`config.mk`:
```
export PLATFORM = sky130hd
export DESIGN_NAME = multicycle_controller
export DESIGN_NICKNAME = d
export VERILOG_FILES = /design/src/rtl/mc_pkg.sv /design/src/rtl/mc_cond_check.sv /design/src/rtl/multicycle_controller.sv
export SDC_FILE = /design/constraint.sdc
export NUM_CORES = 1
export LEC_CHECK = 0
export ABC_CLOCK_PERIOD_IN_PS = 2100
export CORE_MARGIN = 10
export CORE_UTILIZATION = 40
export DETAILED_ROUTE_END_ITERATION = 16
export PLACE_DENSITY = 0.77
export SYNTH_ARGS = -nofsm -noshare
export SYNTH_HDL_FRONTEND = slang
export SYNTH_SLANG_ARGS = --single-unit
```
`constraint.sdc`:
```
create_clock -name clk -period 2.1 [get_ports clk]
set_input_delay 0.42 -clock clk [delete_from_list [all_inputs] [get_ports clk]]
set_output_delay 0.42 -clock clk [all_outputs]
set_load 0.05 [all_outputs]
```
`src/rtl/mc_pkg.sv`:
```
// rtl/mc_pkg.sv - shared types, encodings and decode helpers for the multicycle controller
//
// Purpose: state enum, instruction field encodings, datapath mux encodings,
//          condition codes and the cmd decode helpers used by the FSM.
// Ports:   none (package).
// Config:  MC_CMP_EN - when defined, cmd 1010 (CMP) is a supported command
//          decoding to SUB.
package mc_pkg;

   typedef enum logic [3:0] {
      S_FETCH, S_DECODE, S_MEMADR, S_MEMREAD, S_MEMWRITE,
      S_MEMWB, S_EXECUTER, S_EXECUTEI, S_ALUWB, S_BRANCH
   } state_t;

   localparam logic [1:0] OP_DP  = 2'b00;
   localparam logic [1:0] OP_MEM = 2'b01;
   localparam logic [1:0] OP_BR  = 2'b10;

   localparam logic [3:0] CMD_AND = 4'b0000;
   localparam logic [3:0] CMD_SUB = 4'b0010;
   localparam logic [3:0] CMD_ADD = 4'b0100;
   localparam logic [3:0] CMD_CMP = 4'b1010;
   localparam logic [3:0] CMD_ORR = 4'b1100;

   localparam logic [1:0] ALU_ADD = 2'b00;
   localparam logic [1:0] ALU_SUB = 2'b01;
   localparam logic [1:0] ALU_AND = 2'b10;
   localparam logic [1:0] ALU_ORR = 2'b11;

   localparam logic [1:0] RES_ALUOUT = 2'b00;
   localparam logic [1:0] RES_DATA   = 2'b01;
   localparam logic [1:0] RES_ALU    = 2'b10;

   localparam logic [1:0] SRCB_REG  = 2'b00;
   localparam logic [1:0] SRCB_IMM  = 2'b01;
   localparam logic [1:0] SRCB_FOUR = 2'b10;

   localparam logic [3:0] COND_EQ = 4'b0000;
   localparam logic [3:0] COND_NE = 4'b0001;
   localparam logic [3:0] COND_CS = 4'b0010;
   localparam logic [3:0] COND_CC = 4'b0011;
   localparam logic [3:0] COND_MI = 4'b0100;
   localparam logic [3:0] COND_PL = 4'b0101;
   localparam logic [3:0] COND_VS = 4'b0110;
   localparam logic [3:0] COND_VC = 4'b0111;
   localparam logic [3:0] COND_HI = 4'b1000;
   localparam logic [3:0] COND_LS = 4'b1001;
   localparam logic [3:0] COND_GE = 4'b1010;
   localparam logic [3:0] COND_LT = 4'b1011;
   localparam logic [3:0] COND_GT = 4'b1100;
   localparam logic [3:0] COND_LE = 4'b1101;
   localparam logic [3:0] COND_AL = 4'b1110;

   // Unsupported commands still run through the ALU as ADD but must not
   // write registers or flags.
   function automatic logic cmd_supported(input logic [3:0] cmd);
      case (cmd)
         CMD_ADD, CMD_SUB, CMD_AND, CMD_ORR: return 1'b1;
`ifdef MC_CMP_EN
         CMD_CMP: return 1'b1;
`endif
         default: return 1'b0;
      endcase
   endfunction

   function automatic logic [1:0] alu_decode(input logic [3:0] cmd);
      case (cmd)
         CMD_SUB: return ALU_SUB;
         CMD_AND: return ALU_AND;
         CMD_ORR: return ALU_ORR;
`ifdef MC_CMP_EN
         CMD_CMP: return ALU_SUB;
`endif
         default: return ALU_ADD;
      endcase
   endfunction

endpackage

```
`src/rtl/mc_cond_check.sv`:
```
// rtl/mc_cond_check.sv - architectural NZCV flags and condition evaluation
//
// Purpose: holds the NZ and CV flag registers and evaluates the instruction
//          condition field against them.
// Ports:   clk, reset       - clock, async active-high reset (clears flags)
//          cond[3:0]        - instruction condition field
//          aluflags[3:0]    - live ALU flags {N,Z,C,V}
//          nz_we, cv_we     - flag register load enables
//          condex_next      - condition result from the registered flags
module mc_cond_check
   import mc_pkg::*;
(
   input  logic       clk,
   input  logic       reset,
   input  logic [3:0] cond,
   input  logic [3:0] aluflags,
   input  logic       nz_we,
   input  logic       cv_we,
   output logic       condex_next
);

   logic [1:0] nz;
   logic [1:0] cv;
   logic       n, z, c, v;

   always_ff @(posedge clk or posedge reset) begin
      if (reset) begin
         nz <= 2'b00;
         cv <= 2'b00;
      end else begin
         if (nz_we) nz <= aluflags[3:2];
         if (cv_we) cv <= aluflags[1:0];
      end
   end

   assign n = nz[1];
   assign z = nz[0];
   assign c = cv[1];
   assign v = cv[0];

   always_comb begin
      condex_next = 1'b0;
      case (cond)
         COND_EQ: condex_next = z;
         COND_NE: condex_next = ~z;
         COND_CS: condex_next = c;
         COND_CC: condex_next = ~c;
         COND_MI: condex_next = n;
         COND_PL: condex_next = ~n;
         COND_VS: condex_next = v;
         COND_VC: condex_next = ~v;
         COND_HI: condex_next = c & ~z;
         COND_LS: condex_next = ~c | z;
         COND_GE: condex_next = (n == v);
         COND_LT: condex_next = (n != v);
         COND_GT: condex_next = ~z & (n == v);
         COND_LE: condex_next = z | (n != v);
         COND_AL: condex_next = 1'b1;
         default: condex_next = 1'b0;
      endcase
   end

endmodule

```
`src/rtl/multicycle_controller.sv`:
```
// rtl/multicycle_controller.sv - Moore FSM sequencing the shared multicycle datapath
//
// Purpose: steps fetch/decode/execute/memory/writeback, drives datapath mux
//          selects and enables, and gates state-changing strobes with condex.
// Ports:   clk, reset               - clock, async active-high reset
//          cond, op, funct, rd      - instruction register fields
//          aluflags[3:0]            - live ALU flags {N,Z,C,V}
//          pcwrite, adrsrc, memwrite, irwrite, resultsrc, alusrca, alusrcb,
//          alucontrol, immsrc, regwrite, regsrc - datapath controls
// Config:  MC_CMP_EN - when defined, CMP (cmd 1010) is SUB with forced S and
//          returns to FETCH straight from EXECUTE without writeback.
module multicycle_controller
   import mc_pkg::*;
(
   input  logic       clk,
   input  logic       reset,
   input  logic [3:0] cond,
   input  logic [1:0] op,
   input  logic [5:0] funct,
   input  logic [3:0] rd,
   input  logic [3:0] aluflags,
   output logic       pcwrite,
   output logic       adrsrc,
   output logic       memwrite,
   output logic       irwrite,
   output logic [1:0] resultsrc,
   output logic       alusrca,
   output logic [1:0] alusrcb,
   output logic [1:0] alucontrol,
   output logic [1:0] immsrc,
   output logic       regwrite,
   output logic [1:0] regsrc
);

   state_t     state, next_state;
   logic       condex;
   logic       condex_next;
   logic [3:0] cmd;
   logic       cmd_ok;
   logic       is_cmp;
   logic       set_flags;
   logic       arith;
   logic       nz_we, cv_we;

   assign cmd    = funct[4:1];
   assign cmd_ok = cmd_supported(cmd);
`ifdef MC_CMP_EN
   assign is_cmp = (cmd == CMD_CMP);
`else
   assign is_cmp = 1'b0;
`endif
   assign set_flags = (funct[0] | is_cmp) & cmd_ok;
   assign arith     = (cmd == CMD_ADD) | (cmd == CMD_SUB) | is_cmp;

   // Flags load on the edge leaving EXECUTE; condex here is the value captured
   // at DECODE, so the update never feeds back into this instruction.
   assign nz_we = ((state == S_EXECUTER) | (state == S_EXECUTEI)) & condex & set_flags;
   assign cv_we = nz_we & arith;

   mc_cond_check u_cond (
      .clk         (clk),
      .reset       (reset),
      .cond        (cond),
      .aluflags    (aluflags),
      .nz_we       (nz_we),
      .cv_we       (cv_we),
      .condex_next (condex_next)
   );

   always_ff @(posedge clk or posedge reset) begin
      if (reset) begin
         state  <= S_FETCH;
         condex <= 1'b0;
      end else begin
         state <= next_state;
         if (state == S_DECODE) condex <= condex_next;
      end
   end

   assign immsrc = op;
   assign regsrc = {op == OP_MEM, op == OP_BR};

   always_comb begin
      next_state = state;
      pcwrite    = 1'b0;
      adrsrc     = 1'b0;
      memwrite   = 1'b0;
      irwrite    = 1'b0;
      resultsrc  = RES_ALUOUT;
      alusrca    = 1'b0;
      alusrcb    = SRCB_REG;
      alucontrol = ALU_ADD;
      regwrite   = 1'b0;
      case (state)
         S_FETCH: begin
            next_state = S_DECODE;
            irwrite    = 1'b1;
            pcwrite    = 1'b1;
            alusrca    = 1'b1;
            alusrcb    = SRCB_FOUR;
            resultsrc  = RES_ALU;
         end
         S_DECODE: begin
            alusrca   = 1'b1;
            alusrcb   = SRCB_FOUR;
            resultsrc = RES_ALU;
            case (op)
               OP_MEM:  next_state = S_MEMADR;
               OP_DP:   next_state = funct[5] ? S_EXECUTEI : S_EXECUTER;
               OP_BR:   next_state = S_BRANCH;
               default: next_state = S_FETCH;
            endcase
         end
         S_MEMADR: begin
            alusrcb    = SRCB_IMM;
            next_state = funct[0] ? S_MEMREAD : S_MEMWRITE;
         end
         S_MEMREAD: begin
            adrsrc     = 1'b1;
            next_state = S_MEMWB;
         end
         S_MEMWRITE: begin
            adrsrc     = 1'b1;
            memwrite   = condex;
            next_state = S_FETCH;
         end
         S_MEMWB: begin
            resultsrc  = RES_DATA;
            regwrite   = condex;
            pcwrite    = condex & (rd == 4'd15);
            next_state = S_FETCH;
         end
         S_EXECUTER, S_EXECUTEI: begin
            alusrcb    = (state == S_EXECUTEI) ? SRCB_IMM : SRCB_REG;
            alucontrol = alu_decode(cmd);
            next_state = is_cmp ? S_FETCH : S_ALUWB;
         end
         S_ALUWB: begin
            resultsrc  = RES_ALUOUT;
            regwrite   = condex & cmd_ok;
            pcwrite    = condex & cmd_ok & (rd == 4'd15);
            next_state = S_FETCH;
         end
         S_BRANCH: begin
            alusrcb    = SRCB_IMM;
            resultsrc  = RES_ALU;
            pcwrite    = condex;
            next_state = S_FETCH;
         end
         default: next_state = S_FETCH;
      endcase
      // Strobes are killed combinationally so an abort takes effect in the
      // same cycle reset rises.
      if (reset) begin
         pcwrite  = 1'b0;
         irwrite  = 1'b0;
         memwrite = 1'b0;
         regwrite = 1'b0;
      end
   end

endmodule

```
After elaboration in Yosys (flattened, before gate mapping)
Index checks and enable logic that the tools add are counted.
- reductions and logical operators: 10
- bitwise operators: 17
- equality and inequality tests: 31
- mux-type cells: 21
- operators with widths (kind ; number):
    4-bit == test, second input constant ; 11
    4-bit by 3-bit == test with 1-bit output, second input constant ; 9
    4-bit by 2-bit == test with 1-bit output, second input constant ; 5
    4-bit case mux with 5 select lines ; 1
    1-bit case mux with 15 select lines ; 1
    4-bit zero test ; 3
    2-bit case mux with 3 select lines ; 2
    4-bit case mux with 3 select lines ; 1
    1-bit 2-to-1 mux ; 11
    1-bit bitwise AND ; 9
    4-bit by 1-bit == test with 1-bit output, second input constant ; 2
    2-bit OR reduction ; 4
    1-bit NOT ; 4
    1-bit OR ; 4
    1-bit case mux with 4 select lines ; 1
    2-bit case mux with 2 select lines ; 1
    4-bit OR reduction ; 1
    3-bit 2-to-1 mux ; 1
    3-bit OR reduction ; 1
    2-bit by 1-bit == test with 1-bit output, second input constant ; 1
    2-bit == test, second input constant ; 1
    2-bit zero test ; 1
    2-bit 2-to-1 mux ; 1
    1-bit case mux with 2 select lines ; 1
    other kinds (2) ; 2
- logic and storage cells: 83
- output and inout port bits: 16
- input port bits: 22
- bits in registers: 9

Longest topological paths before layout
- depth in word-level cells: 7
- mapped depth: 5
- depth with buffers taken out: 4

Hierarchy
A second synthesis with hierarchy kept.
- cells, all modules: 99
- area total of the unflattened synthesis: 892.1 µm²
- modules (own cells, without submodules) (module ; area an instance (µm²) ; cells an instance ; seq. area each (µm²) ; instances):
    multicycle_controller ; 586.8 ; 68 ; 125.1 ; 1
    mc_cond_check ; 305.3 ; 31 ; 100.1 ; 1

Worst setup path after synthesis
No wires, ideal clock.
- path type: register to output
- start point: register state[3]
- end point: output regwrite
- data required time: 1680 ps
- path slack: -766 ps
- cell stages (with the launch flop): 6
- data arrival time: 2446 ps
- buffers on the path: 1
- cells stage by stage: dfrtp_1 clkbuf_1 nand2b_1 nor2_1 o21ba_1 a21boi_1
- longest elaborated chain between the ends: 3
- elaborated cells between the ends (all ways): 4
- classes of those cells: 2 x eq/ne; 2 x mux
- ends and longest elaborated chain (element ; line ; source):
    start, declared ; multicycle_controller.sv:35 ; state_t state, next_state;
    start signal, assigned ; multicycle_controller.sv:75 ; state <= next_state;
    4-bit == test / 4-bit by 3-bit == test with 1-bit output (equally long branches) ; multicycle_controller.sv:94 ; case (state)
    1-bit case mux with 2 select lines (*) ; multicycle_controller.sv:94 ;
    1-bit 2-to-1 mux (*) ; multicycle_controller.sv:154 ; if (reset) begin
    end, declared ; multicycle_controller.sv:31 ; output logic regwrite,
Mark *: on every way between the ends. The rest lies on a longest branch, timed or not.

Worst setup path in the final report
- start point: input reset
- end point: output regwrite
- longest elaborated chain between the ends: 1
- ends and longest elaborated chain (element ; line ; source):
    start, declared ; multicycle_controller.sv:16 ; input logic reset,
    1-bit 2-to-1 mux ; multicycle_controller.sv:154 ;
No other way between the ends.

==> out/metrics.yaml <==
status: "finished, final reports clean"
ant_nets: 0
critical_path_class: "input pin to output port"
fmax_ghz: 0.484
die_y_um: 66.0
antenna_found_initial: 0
dp_hpwl_um: 2310
dr.pass1.iters: 4
hp-class: "input pin to asynchronous set/reset pin"
synth_area_leaders: "dfrtp_1 (27%), nand2b_1 (4.4%), nor2_1 (4.4%)"
port_buffers: 37
die_x_um: 66.0
cp-startpoint: "reset"
root_buffer: "clkbuf_4"
place.gp.congestion: 0.793
htree_levels: 1
fillerInstances: 120
worst_pin_slew_ns: 0.443
drt-initial-drc-count: 20
p_leak_nw: 0.682
multiInputGateArea_um2: 638
finClkSkew_ns: 0.000272
cts_tree: "done"
yosysSeqAreaShare_pct: 26.7
vias: 960
final_common_cell: "clkdlybuf4s50_1"
cts_hold_buf: 0
synth_area_um2: 845
regArea_um2: 230
grt_use_total_pct: 13.3
initial_core_util_pct: 42.6
ir_drop_uv: 882
synth_cell_types: 43
ys.warnings.count: 0
layout-drive-gt1-share_pct: 35.1
ys.flop_type: "dfrtp_1"
endpoint_kind: "output port"
fin_crit_ns: 2.07
syn_inst: 103
async_flop_share_pct: 100
worstPathMaxFanout: 2
cap_violations: 0
yosysTopAreaCell: "dfrtp_1"
fin_nets: 171
cp.required_ns: 1.68
grt_max_degree: 12
grt_pass1_vias: 1001
syn_nets: 125
fin_hold_ws_ns: 0.550
post-route-period-util_pct: 98.3
synth_top_area_share_pct: 26.7
fp-row-count: 16
hold_viol: 0
cts-buffers-inserted: 3
layout_common_cells: "clkdlybuf4s50_1 (17), buf_4 (15), buf_12 (14), nor2_1 (8), nand2_1 (6)"
boundaryPins: 38
cts.sinks: 9
die_area_um2: 4350
area_growth_pct: 83.4
relSlewSlack_pct: 70.3
synth_edf_count: 0
clk_latency_ns: 0.26
via_per_inst: 5.49
wire_per_inst_um: 16.4
clockBufferDepth: 2
grt_pass1_wl_um: 4690
cts.clk_slew.worst_paths_ns: 0.06
setup_viol: 0
ys_ff_latch: 9
maxSlewViolCount: 0
startpoint_type: "input pin"
grt_overflow: 0
arrival_ns: 1.65
r2r_start: "state[2]"
wirelength_um: 2870
utilization_pct: 78.2
drc: 0
diodes: 0
syn_avg_cell_area_um2: 8.20
core_um2: 1980
powerDensity_nw_per_um2: 1150
-- cells by family after synthesis --
logic type             count (synthesis)  share of synthesized area [%]
flip-flops                             9                           26.7
buffers and inverters                 12                           6.67
XOR/XNOR                               4                           4.15
AND/OR/NAND/NOR                       48                           33.9
AO/OA/AOI/OAI                         22                           17.5
multiplexers                           8                           11.1
-- final timing paths --
path                           endpoint  cells after the start  slack, ns
max                            regwrite                      6       0.03
min                            state[2]                      3       0.55
max reg2reg                u_cond.cv[1]                      4       0.36
min reg2reg                u_cond.nz[0]                      1       0.57
max in group asynchronous      state[0]                      3       1.40
min in group clk           u_cond.nz[0]                      1       0.57
-- state kept, by name, summed over array words and instances (netlist names) --
register / count
u_cond.nz: 2
u_cond.cv: 2
condex: 1
state: 4
-- critical path, stage by stage --
cell and delay (ns):
clkdlybuf4s50_1 0.45, inv_1 0.10, nand2_1 0.08, o21ba_1 0.25, a21boi_4 0.20, buf_12 0.15
-- stage by stage --
stage | setup slack [ns] | instances | setup TNS [ns] | power, mW | area, µm²
6_report | 0.0348 | 175 | 0 | 1.78 | 1550
5_1_grt | -0.0224 | 175 | -0.0413 | 1.86 | 1550
4_1_cts | -0.00851 | 170 | -0.00851 | 1.74 | 1490
2_1_floorplan | -0.284 | 103 | -0.427 | 1.06 | 893
3_5_place_dp | -0.0386 | 166 | -0.0454 | 1.56 | 1450
3_3_place_gp | 0.0299 | 166 | 0 | 1.54 | 1450
-- power by group --
group          internal (mW)  total (mW)  switching, mW
Combinational          0.596        1.30          0.699
Sequential             0.237       0.347          0.110
Clock                 0.0733       0.134         0.0611
Total                  0.906        1.78          0.870
-- repair_timing --
item / CTS / global route
buffers inserted: 0 / 5
resized for setup: 6 / 9
setup endpoints to repair: 2 / 5
pin swaps: 2 / 5
-- metal layers --
| layer | GRT usage [%] | part of all wire (%) | routed length, µm |
|---|---|---|---|
| met5 | 0 | 0 | 0 |
| met4 | 3.14 | 0.87 | 25 |
| met3 | 4.41 | 4.6 | 132 |
| met2 | 24.3 | 56 | 1620 |
| met1 | 14.2 | 38 | 1100 |
-- area by class of cell --
cell class	instances	area share (%)
Multi-Input combinational cell	82	41.2
Timing Repair Buffer	50	39.3
Sequential cell	9	14.9
Tap cell	27	2.18
Clock buffer	4	1.70
Inverter	3	0.727
-- Yosys cell counts, types with 2 or more instances --
master    instances
nor4_1            2
nand2_1           6
nand3b_1          3
nor2_1           10
nor3b_1           2
mux2i_1           3
and2_1            2
mux2_1            2
xnor2_1           3
dfrtp_1           9
clkbuf_1          6
o21ai_0           2
o31ai_1           2
buf_4             3
o22ai_1           3
nor3_1            2
nand2b_1          6
nand4_1           2
mux2_4            2
nand3_1           2
a21oi_1           5
nor2b_1           3
inv_1             3
Note: power is estimated with default switching activity, not from simulation.
